$ cat src/rtl/alu_arb2.sv
// Two-requester 16-bit ALU with round-robin arbitration.
// Each operation takes three states in turn: accept (IDLE), compute (EXEC) and response handshake (RESP).
module alu_arb2 (
    input  logic        clk,
    input  logic        rst,
    input  logic        req0_valid,
    output logic        req0_ready,
    input  logic [1:0]  req0_op,
    input  logic [15:0] req0_a,
    input  logic [15:0] req0_b,
    output logic        rsp0_valid,
    input  logic        rsp0_ready,
    input  logic        req1_valid,
    output logic        req1_ready,
    input  logic [1:0]  req1_op,
    input  logic [15:0] req1_a,
    input  logic [15:0] req1_b,
    output logic        rsp1_valid,
    input  logic        rsp1_ready,
    output logic [15:0] rsp_data,
    output logic        rsp_zr,
    output logic        rsp_ng,
    output logic        busy
);

    typedef enum logic [1:0] {
        IDLE = 2'd0,
        EXEC = 2'd1,
        RESP = 2'd2
    } state_t;

    state_t      r_state;
    state_t      w_nextState;
    logic        r_owner;
    logic        r_last;
    logic [1:0]  r_op;
    logic [15:0] r_a;
    logic [15:0] r_b;
    logic [15:0] r_result;
    logic        r_zr;
    logic        r_ng;

    logic        w_winner;
    logic        w_accept;
    logic        w_rspDone;
    logic [15:0] w_aluOut;

    // On a tie, the requester that did not complete last wins.
    always_comb begin
        w_winner = 1'b0;
        if (req0_valid && req1_valid) begin
            w_winner = ~r_last;
        end else if (req1_valid) begin
            w_winner = 1'b1;
        end
    end

    always_comb begin
        w_nextState = r_state;
        req0_ready  = 1'b0;
        req1_ready  = 1'b0;
        rsp0_valid  = 1'b0;
        rsp1_valid  = 1'b0;
        w_accept    = 1'b0;
        w_rspDone   = 1'b0;
        case (r_state)
            IDLE: begin
                if (!rst) begin
                    req0_ready = req0_valid && !w_winner;
                    req1_ready = req1_valid && w_winner;
                end
                w_accept = req0_ready || req1_ready;
                if (w_accept) begin
                    w_nextState = EXEC;
                end
            end
            EXEC: begin
                w_nextState = RESP;
            end
            RESP: begin
                if (!rst) begin
                    rsp0_valid = !r_owner;
                    rsp1_valid = r_owner;
                end
                // Only the owner's ready can close the handshake.
                w_rspDone = (rsp0_valid && rsp0_ready) || (rsp1_valid && rsp1_ready);
                if (w_rspDone) begin
                    w_nextState = IDLE;
                end
            end
            default: begin
                w_nextState = IDLE;
            end
        endcase
        busy = (r_state != IDLE) && !rst;
    end

    always_ff @(posedge clk) begin
        if (rst) begin
            r_state <= IDLE;
        end else begin
            r_state <= w_nextState;
        end
    end

    always_comb begin
        w_aluOut = 16'h0000;
        case (r_op)
            2'b00: w_aluOut = ~r_a;
            2'b01: w_aluOut = r_a & r_b;
            2'b10: w_aluOut = r_a + r_b;
            2'b11: w_aluOut = r_a - r_b;
            default: w_aluOut = 16'h0000;
        endcase
    end

    // Result flags reset to describe a zero result so rsp_zr reads 1 out of reset.
    always_ff @(posedge clk) begin
        if (rst) begin
            r_owner  <= 1'b0;
            r_last   <= 1'b1;
            r_op     <= 2'b00;
            r_a      <= 16'h0000;
            r_b      <= 16'h0000;
            r_result <= 16'h0000;
            r_zr     <= 1'b1;
            r_ng     <= 1'b0;
        end else begin
            if (w_accept) begin
                r_owner <= w_winner;
                r_op    <= w_winner ? req1_op : req0_op;
                r_a     <= w_winner ? req1_a  : req0_a;
                r_b     <= w_winner ? req1_b  : req0_b;
            end
            if (r_state == EXEC) begin
                r_result <= w_aluOut;
                r_zr     <= (w_aluOut == 16'h0000);
                r_ng     <= w_aluOut[15];
            end
            if (w_rspDone) begin
                r_last <= r_owner;
            end
        end
    end

    assign rsp_data = r_result;
    assign rsp_zr   = r_zr;
    assign rsp_ng   = r_ng;

endmodule
$ cat config.mk
export PLATFORM = sky130hd
export DESIGN_NAME = alu_arb2
export DESIGN_NICKNAME = d
export VERILOG_FILES = /design/src/rtl/alu_arb2.sv
export SDC_FILE = /design/constraint.sdc
export NUM_CORES = 1
export LEC_CHECK = 0
export CORE_ASPECT_RATIO = 2
export CORE_MARGIN = 2
export CORE_UTILIZATION = 50
export DETAILED_ROUTE_END_ITERATION = 16
export PLACE_DENSITY = 0.83
export SYNTH_ARGS = -nofsm -noshare
export SYNTH_HDL_FRONTEND = slang
export SYNTH_SLANG_ARGS = --single-unit
$ cat constraint.sdc
create_clock -name clk -period 4 [get_ports clk]
set_input_delay 0.8 -clock clk [delete_from_list [all_inputs] [get_ports clk]]
set_output_delay 0.8 -clock clk [all_outputs]
set_load 0.005 [all_outputs]
# After elaboration in Yosys (flattened, before gate mapping)
# Index checks and enable logic that the tools add are counted.
classes:
  addsub: 2
  eq_ne: 7
  n_mux: 23
  bitwise: 3
  n_reduce_logical: 16
op_table:
  columns: ["operator", "count"]
  rows:
  - ["16-bit one-hot mux with 4 select lines", 1]
  - ["16-bit two-way mux", 2]
  - ["16-bit adder", 1]
  - ["16-bit bitwise AND", 1]
  - ["16-bit zero test", 1]
  - ["1-bit two-way mux", 16]
  - ["16-bit NOT", 1]
  - ["16-bit subtractor", 1]
  - ["2-bit equality test, second input constant", 3]
  - ["1-bit logical AND", 6]
  - ["2-bit two-way mux", 3]
  - ["2-bit one-hot mux with 3 select lines", 1]
  - ["2-bit by 1-bit equality test with 1-bit output, second input constant", 2]
  - ["2-bit zero test", 2]
  - ["2-bit inequality test, second input constant", 2]
  - ["1-bit zero test", 3]
  - ["1-bit logical OR", 2]
  - ["2-bit AND reduction", 1]
  - ["2-bit nonzero test", 1]
  - ["1-bit NOT", 1]
word_totals:
  regBits: 56
  in_bits: 74

# Longest topological paths before layout
logic_depth:
  word_depth: 9
  mapped_depth: 16
  ltp_nobuf: 14

# Worst setup path after synthesis
# OpenSTA, ideal clock, no wires.
synth_path:
  path_type: "register to register"
  startpoint: "register r_op[0]"
  endpoint: "register r_zr (netlist: rsp_zr)"
  setup_time_ps: 84
  arrival_ps: 3569
  required_ps: 3916
  slack_ps: 346
  path_stages_with_launch: 17
  n_path_buf: 4
  synth_period_minus_slack_ps: 3654
  cell_sequence: "dfxtp_1 clkbuf_1 buf_6 clkbuf_1 clkbuf_1 and2_1 nor2_1 xnor2_1 ha_1 nor2b_1 o2111a_1 or4_1 a31oi_1 nand4_1 nor4_1 nand4_1 o31ai_2"
synth_via:
  elab_chain_len: 3
  word_cells_on_any_way: 6
  classes_between: "eq/ne: 3; mux: 1; reduce/logical: 2"
synth_rtl:
  columns: ["item", "line_no", "source"]
  rows:
  - ["from (decl)", "36", "logic [1:0] r_op;"]
  - ["from (signal assigned)", "131", "r_op <= w_winner ? req1_op : req0_op;"]
  - ["2-bit equality test (tied with other cells)", "108", "case (r_op)"]
  - ["16-bit one-hot mux with 4 select lines *", "108", null]
  - ["16-bit zero test *", "137", "r_zr <= (w_aluOut == 16'h0000);"]
  - ["to (signal assigned)", "137", null]
  - ["to (decl)", "40", "logic r_zr;"]
# Every way passes the cells marked *; elsewhere a longest branch is shown, timed or not.
# A chain may end at the register's enable or synchronous reset.

# Worst setup path after layout
layout_path:
  startpoint: "register r_b[2]"
  endpoint: "register r_zr (netlist: rsp_zr)"
layout_via:
  elab_chain_len: 3
  word_cells_on_any_way: 5
  classes_between: "add/sub: 2; mux: 1; bitwise: 1; reduce/logical: 1"
layout_rtl:
  columns: ["item", "line_no", "source"]
  rows:
  - ["from (decl)", "38", "logic [15:0] r_b;"]
  - ["from (signal assigned)", "133", "r_b <= w_winner ? req1_b : req0_b;"]
  - ["16-bit subtractor (tied with other cells)", "112", "2'b11: w_aluOut = r_a - r_b;"]
  - ["16-bit one-hot mux with 4 select lines *", "108", null]
  - ["16-bit zero test *", "137", null]
# Marks and branches as above.

==> flow_metrics.env <==
export IMPL_status="finished clean"
export IMPL_worstSetupEndpointType="flop"
export IMPL_reg2reg_depth=14
export IMPL_synthAdderAreaFrac_pct=6.045
export IMPL_p_int_mw=1.266
export IMPL_rows=45
export IMPL_fin_setup_tns_ps=0
export IMPL_critical_path_startpoint="r_b[2]"
export IMPL_post_cts_setup_buffer_count=0
export IMPL_r2r_setup_slack_ps=280
export IMPL_crit_fanout=7
export IMPL_clk_latency_ps=300
export IMPL_rsz0062_at_grt="no"
export IMPL_wire_per_inst_um=16.15
export IMPL_clkSlewWorstSetupHoldPaths_ps=70
export IMPL_clock_sinks=55
export IMPL_hp_class="reg -> reg"
export IMPL_yosys_warnings=0
export IMPL_p_sw_share_pct=37.38
export IMPL_crit_type="reg -> reg"
export IMPL_powerDensity_nw_per_um2=404.3
export IMPL_cp_endpoint="rsp_zr"
export IMPL_cp_cell_sequence="nor4_4 -> nor3b_1 -> nand2_1 -> o31ai_1 -> xor2_1 -> ha_1 -> o21a_1 -> o21a_1 -> o21ai_0 -> a221oi_1 -> a32o_1 -> nor4_1 -> nand4_1 -> o31ai_2"
export IMPL_grt_usage_pct=25.86
export IMPL_wirelength_um=10520
export IMPL_synth_compound_gate_area_share_pct=25.58
export IMPL_syn_area_um2=3850
export IMPL_place_ws_ps=231.5
export IMPL_fin_ws_ps=279.6
export IMPL_drive_above_1_share_pct=8.259
export IMPL_synth_main_ff_cell="dfxtp_1"
export IMPL_syn_nets=568
export IMPL_ios=97
export IMPL_drtIter0Drc=188
export IMPL_setup_violations=0
export IMPL_maxClockFrequency_ghz=0.2688
export IMPL_n_antenna_cell=0
export IMPL_hold_viol_final=0
export IMPL_vias=3764
export IMPL_grt_pass1_vias=3573
export IMPL_min_period_over_period_pct=93.01
export IMPL_min_period_ps=3720
export IMPL_worstPathArrival_ps=3940
export IMPL_overflow=0
export IMPL_io_buffers=96
export IMPL_core_area_um2=7545
export IMPL_netlist_top_cell_by_area="dfxtp_1"
export IMPL_gp_congestion=0.8948
export IMPL_switching_power_uw=755.6
export IMPL_root_buffer="clkbuf_16"
export IMPL_cp_slowest_cell="dfxtp_1"
export IMPL_cts_tree="built"
export IMPL_synthArstFlopShare_pct=0
export IMPL_synthCells=476
export IMPL_synth_cell_types=57
export IMPL_syn_to_final_growth_pct=29.87
export IMPL_worst_pin_slew_ps=856.4
export IMPL_clock_path_buffers=2
export IMPL_r2r_end="rsp_zr"
export IMPL_synth_top_area_share_pct=28.60
export IMPL_post_dp_hpwl_um=8522
export IMPL_die_y_um=128.1
export IMPL_drc=0
export IMPL_p_clk_share_pct=22.1
export IMPL_irDropWorstVdd_uv=260.2
export IMPL_synth_top_family_by_area="compound AO/OA/AOI/OAI gates"
export IMPL_start_util_pct=51.03
export IMPL_ys_ff_latch=55
export IMPL_htree_num_levels=2
export IMPL_relSlewSlack_pct=42.55
export IMPL_synth_xor_area_share_pct=4.550
export IMPL_cp_slowest_stage_delay_ps=400
export IMPL_maxCapViolations=0
export IMPL_synth_area_leaders="dfxtp_1 (29%), mux2i_1 (9.6%), nor2_1 (6.7%), ha_1 (5.5%), a211oi_1 (4.3%)"
export IMPL_final_net_count=648
export IMPL_fin_worst_skew_ps=3.731
export IMPL_path_common_cell="o21a_1"
export IMPL_dieArea_um2=8460
export IMPL_synth_most_common_cell="nor2_1"
export IMPL_startpoint_type="flop"
export IMPL_ant_nets=0
export IMPL_synthTopCellsByCount="nor2_1 (69), dfxtp_1 (55), mux2i_1 (37), nand2_1 (29), o21ai_0 (28)"
export IMPL_r2r_start="r_b[2]"
export IMPL_yosys_area_share_simple_pct=19.50
export IMPL_combPwrFrac_pct=43.8
export IMPL_cts_buffers=5
export IMPL_fill_cells=664
export IMPL_synth_edf_count=0
export IMPL_total_leakage_power_nw=1.978
export IMPL_die_x_um=66.05
export IMPL_crit_required_ps=4220
export IMPL_seqPwrFrac_pct=34.1
export IMPL_detail_route_first_pass_iterations=4
export IMPL_grt_pass1_wl_um=17000
export IMPL_yosysSeqAreaShare_pct=28.60
export IMPL_synth_avg_cell_area_um2=8.088
export IMPL_antenna_found_initial=0
export IMPL_report_final_slew_viol_count=0
export IMPL_via_per_inst=5.782
export IMPL_grt_max_degree=37
export IMPL_synthMuxAreaShare_pct=10.20
==> flip-flops by register name, indices dropped and copies added (netlist names) <==
signal,flops
r_b,16
rsp_data,16
r_op,2
r_last,1
rsp_zr,1
r_state,2
r_a,16
r_owner,1
==> critical path, delay by kind of cell (launching register included) <==
kind                     cells  cell delay, ps
XOR/XNOR                     1             210
AND/OR/NAND/NOR              5            1270
adder cells (fa/ha/maj)      1             320
flip-flops                   1             400
AO/OA/AOI/OAI                7            1460
==> logic make-up after synthesis <==
kind of cell / Yosys count
AND/OR/NAND/NOR: 162
buffers and inverters: 42
adder cells (fa/ha/maj): 18
XOR/XNOR: 20
flip-flops: 55
multiplexers: 39
AO/OA/AOI/OAI: 140
==> how the worst min path moves through the flow <==
stage	startpoint	to	slack (ps)	depth (start not counted)
3_3_place_gp	rsp_data[7]	rsp_data[7]	440	2
2_1_floorplan	rsp_data[14]	rsp_data[14]	450	2
5_1_grt	rsp_data[14]	rsp_data[14]	480	2
4_1_cts	rsp_data[14]	rsp_data[14]	460	2
3_5_place_dp	rsp_data[14]	rsp_data[14]	450	2
6_report	rsp_data[14]	rsp_data[14]	460	2
==> metrics by stage <==
| step | total power [mW] | utilization (%) | hold slack (ps) | cell area, um2 | cells |
|---|---|---|---|---|---|
| after floorplan | 1.294 | - | 452.7 | 3850 | 476 |
| after CTS | 2.026 | 66.05 | 459.0 | 4984 | 651 |
| after global routing | 2.156 | 66.27 | 480.5 | 5000 | 651 |
| after detailed placement | 1.576 | 64.10 | 448.8 | 4836 | 643 |
| final | 2.021 | 66.27 | 456.6 | 5000 | 651 |
| after global placement | 1.560 | 64.10 | 442.8 | 4836 | 643 |
==> power groups by stage <==
| stage | logic (mW) | registers, mW | clock network, mW |
|---|---|---|---|
| 6_report | 0.885 | 0.689 | 0.447 |
| 3_3_place_gp | 0.864 | 0.696 | 0 |
| 2_1_floorplan | 0.621 | 0.672 | 0 |
| 4_1_cts | 0.882 | 0.686 | 0.458 |
| 5_1_grt | 0.979 | 0.697 | 0.480 |
| 3_5_place_dp | 0.876 | 0.699 | 0 |
==> layer usage <==
metal | GRT usage, % | wire, um | share of wire, % | up-vias
met5 | 0 | 0 | 0 | -
met4 | 15.37 | 580 | 5.5 | 0
met3 | 3.161 | 308 | 2.9 | 31
met2 | 47.36 | 5740 | 55 | 115
met1 | 27.13 | 3885 | 37 | 1709
li1 | - | - | - | 1909
==> timing repair <==
item	in CTS	in global routing
setup endpoints to repair	0	1
hold buffers	0	0
gates resized for setup	0	2
==> area by class of cell <==
| type | instances | area, um2 | area share (%) |
|---|---|---|---|
| Inverter | 10 | 37.54 | 0.7508 |
| Tap cell | 94 | 117.6 | 2.352 |
| Timing Repair Buffer | 105 | 1028 | 20.57 |
| Clock buffer | 5 | 125.1 | 2.503 |
| Sequential cell | 55 | 1101 | 22.02 |
| Multi-Input combinational cell | 379 | 2567 | 51.35 |
| Clock inverter | 3 | 22.52 | 0.4505 |
==> cell usage in the layout, fill, tap and decap left out, types with 17 or more instances in the layout <==
cell type,instances
nand3_1,21
dfxtp_1,55
ha_1,17
clkdlybuf4s50_1,96
a211oi_1,22
a21oi_1,25
a31o_2,17
nor2_1,69
mux2i_1,37
o21ai_0,28
nand2_1,29
No activity file was read; power rests on OpenSTA's default activity.
==> patch 1, RTL diff (config.mk and constraints unchanged) <==
Re-encode `state_t` (3 states) as one-hot, 3 bits wide.
--- a/src/rtl/alu_arb2.sv
+++ b/src/rtl/alu_arb2.sv
@@ -25,6 +25,6 @@
 
-    typedef enum logic [1:0] {
-        IDLE = 2'd0,
-        EXEC = 2'd1,
-        RESP = 2'd2
+    typedef enum logic [2:0] {
+        IDLE = 3'b001,
+        EXEC = 3'b010,
+        RESP = 3'b100
     } state_t;
Formal check against the unedited RTL: no difference found for any inputs over 10 cycles, from zero or initial values and one cycle with rst high; not proved beyond that.
==> patch 1 against the unedited design <==
- synthesized cell count grew 0.84%
- design area grew 0.43%
- sequential cell count grew 1
- count of clock-buffer cells in the layout grew 1
- wire length shrank 16%
- die area shrank 0.43%
- via count shrank 3.2%
- synthesized area shrank 0.45%
- power grew 1.5%
- setup slack lost 0.083 ns
- largest power group unchanged
==> patch 1: results (changes against the unedited design) <==
- The final net count came to 650 (+0.31%).
- Number of filler cells placed in the layout: 636 (-4.2%)
- The final HPWL from detailed placement was 6820 um (-20%).
- Starting DRT DRC Count: 161 (-14%)
- Worst rel slew slack: 41.7% (-0.84 points)
- The area occupied by multi-input gates came to 2570 um^2 (+0.29%).
* Register bit total from synthesis: 56 (+1.8%)
- The sequential share of the synthesized area is 29.3% (+0.65 points).
* Run status: complete, no violations
- The share of post-route cells with drive strength above 1 came to 5.90% (-2.4 points).
- The power of the clock network came to 0.439 mW (-2%).
- The number of detailed-routing iterations run before antenna repair was 5 (+1).
- Static Leakage: 1.89 nW (-4.7%)
- Gate power share: 45.5% (+1.7 points)
* Maximum VDD drop: 0.278 mV (+6.8%)
* Overall global routing resource usage: 22.1% (-3.7 points)
- The total power per unit cell area came to 408 nW/um^2 (+1.0%).
- Peak per-stage delay on the critical path: 0.61 ns (+0.21 ns)
- Placed cell area: 4860 um^2 (+0.47%)
- The largest net degree at the start of global routing came to 70 (+89%).
- Final worst clock skew: 0.00680 ns (+0.00307 ns)
- The via count of the first global-routing pass is 3497 (-2.1%).
* Via-per-instance ratio: 5.58 (-3.5%)
* # clk buffers: 6 (+1)
* Combined flip-flop and latch cell area: 1120 um^2 (+1.8%)
==> patch 1: changes by cell type after synthesis, moves of 5 or more <==
| cell | change |
|---|---|
| nor2_1 | -7 |
| a31o_2 | -17 |
| nand2_1 | +5 |
| o31ai_1 | -6 |
| a211oi_1 | +16 |
| clkbuf_1 | +10 |
| a21oi_1 | +6 |
==> patch 1: path summary, 6_finish.rpt <==
kind	from	to	slack [ns]	depth (start not counted)
setup / recovery	r_b[0]	rsp_data[15]	0.20	15
hold / removal	rsp_data[7]	rsp_data[7]	0.45	2
setup reg to reg	r_b[0]	rsp_data[15]	0.20	15
hold reg to reg	rsp_data[7]	rsp_data[7]	0.45	2
==> patch 1: routing by layer <==
metal | vias to the layer above | wire length (um) | GRT usage (%)
li1 | 1899 | - | -
met1 | 1623 | 3740 | 27.1
met2 | 113 | 4520 | 38.8
met3 | 10 | 409 | 3.34
met4 | 0 | 151 | 7.23
met5 | - | 0 | 0
==> patch 1: per-stage QoR <==
| stage | power, mW | cells |
|---|---|---|
| 2_1_floorplan | 1.34 | 480 |
| 3_3_place_gp | 1.57 | 645 |
| 3_5_place_dp | 1.59 | 645 |
| 4_1_cts | 2.04 | 653 |
| 5_1_grt | 2.19 | 653 |
| 6_report | 2.05 | 653 |
==> patch 1: cells by family after synthesis <==
logic type	Yosys count	synth area share, %
AO/OA/AOI/OAI	145	26.0
XOR/XNOR	21	4.80
adder cells (fa/ha/maj)	18	6.07
buffers and inverters	44	4.41
flip-flops	56	29.3
multiplexers	39	10.2
AND/OR/NAND/NOR	157	19.3
==> patch 1: timing repair <==
action | 4_1_cts | 5_1_grt
gates resized for setup | 0 | 5
setup endpoints to repair | 0 | 2
hold buffers | 0 | 0
==> patch 2, RTL diff (config.mk and constraints unchanged) <==
Without the edit above. Make the reset (`rst`) asynchronous in 2 clocked blocks.
--- a/src/rtl/alu_arb2.sv
+++ b/src/rtl/alu_arb2.sv
@@ -97,3 +97,3 @@
 
-    always_ff @(posedge clk) begin
+    always_ff @(posedge clk or posedge rst) begin
         if (rst) begin
@@ -117,3 +117,3 @@
     // Result flags reset to describe a zero result so rsp_zr reads 1 out of reset.
-    always_ff @(posedge clk) begin
+    always_ff @(posedge clk or posedge rst) begin
         if (rst) begin
Function: differs if rst is asserted again (counterexample within 4 cycles, from zero or initial values and one cycle with rst high); with rst held inactive, the same outputs for 10 cycles.
==> patch 2 against the unedited design <==
- maximum frequency is 5.5% higher
- setup slack gained 0.19 ns
- sequential cell count is the same
- die area up 1.7%
- wire length shrank 12%
- clock skew increased by 0.0030 ns
- design area increased by 2.1%
- synthesized area increased by 1.8%
- first-iteration DRC count shrank 26%
- critical path depth unchanged
- largest cell class unchanged
- highest routed layer unchanged
Power is not compared: it rests on default switching activity, and its combinational part moved more than twofold at a synthesized area within 25%.
==> patch 2: results (changes against the unedited design) <==
* Most instantiated flip-flop cell in the synthesis netlist: dfrtp_1
- The buffering overhead was 19.7% (-0.86 points).
* Share of async-settable or async-resettable flops after synthesis: 100% (+100 points)
* Run status: complete, no violations
- The global-route wire length before repair was 15400 um (-9.7%).
- Half-perimeter wire length after placement: 7410 um (-13%)
- Worst rel slew slack: 56.0% (+13 points)
* Fin area: 5100 um^2 (+2.1%)
* Count of inverters not on the clock network in the layout: 11 (+1)
- Starting DRT DRC Count: 139 (-26%)
- Maximum net fanout on the critical path: 5 (-2)
- Library cells used by synthesis: 53 (-7.0%)
* Global placement routability congestion: 0.873 (-2.5%)
- The number of standard cells after synthesis is 453 (-4.8%).
* Area occupied by multi-input gates: 2420 um^2 (-5.7%)
* Adder-cell share of the synthesized area: 5.94% (-0.11 points)
- The delay of the slowest cell on the worst path is 0.43 ns (+0.03 ns).
- Layout cells sized above 1: 5.39% (-2.9 points)
- Final worst clock skew: 0.00678 ns (+0.00305 ns)
* # clk buffers: 7 (+2)
* Combined flip-flop and latch cell area: 1380 um^2 (+25%)
- The setup slack after placement is 0.496 ns (+0.264 ns).
* Placed Cells: 624 (-3.0%)
- The slowest stage of the critical path is the dfrtp_1 cell.
- Complex-gate fraction of the synthesized area: 22.4% (-3.2 points)
- Post-synthesis share of cell area spent on xor and xnor gates: 4.69% (+0.14 points)
- Area contributors post-synth: dfrtp_1 34%, mux2i_1 9.7%, o21ai_0 7.1%, nand2_1 5.8%, ha_1 5.4%
- The mux contribution to synthesized area is 10.3% (+0.073 points).
- Post-CTS Setup Bufs: 0 (unchanged)
* Fraction of area in clock buffers and inverters: 2.70% (-0.26 points)
- The number of ordinary and repair buffers in the finished layout was 102 (-2.9%).
- The count of placed standard cells in the final layout, fillers left out is 632 (-2.9%).
* Maximum number of pins on one net before global-route repair: 70 (+89%)
- The total wire length was 9270 um (-12%).
- List of most frequent post-synthesis cells: 61 x nand2_1, 56 x o21ai_0, 53 x dfrtp_1, 38 x mux2i_1, 25 x nor2_1
* Net count after synthesis: 545 (-4.0%)
- Multi-input comb cells: 362 (-4.5%)
- The global-route usage over all layers is 22.7% (-3.2 points).
## patch 2: routing by layer
metal,vias to the layer above,track usage [%],part of all wire (%)
met5,-,0,0
met4,0,10.9,3.1
met3,18,2.34,3.5
met2,111,41.8,54
met1,1676,25.1,39
li1,1806,-,-
## patch 2: worst paths after layout
| kind | from | to | slack [ns] | depth (start not counted) |
|---|---|---|---|---|
| setup reg to reg | r_b[0] | rsp_zr | 0.47 | 14 |
| hold / removal | rsp_data[1] | rsp_data[1] | 0.48 | 2 |
| max in group asynchronous | rst | r_a[8] | 2.28 | 3 |
| hold reg to reg | rsp_data[1] | rsp_data[1] | 0.48 | 2 |
| min in group asynchronous | rst | r_state[1] | 0.94 | 2 |
| setup / recovery | r_b[0] | rsp_zr | 0.47 | 14 |
## patch 2: power by group
part | internal, mW | leakage, nW | switching [mW]
combinational | 1.37 | 1.51 | 1.65
clock | 0.232 | 0.0679 | 0.190
sequential | 0.821 | 0.673 | 0.273
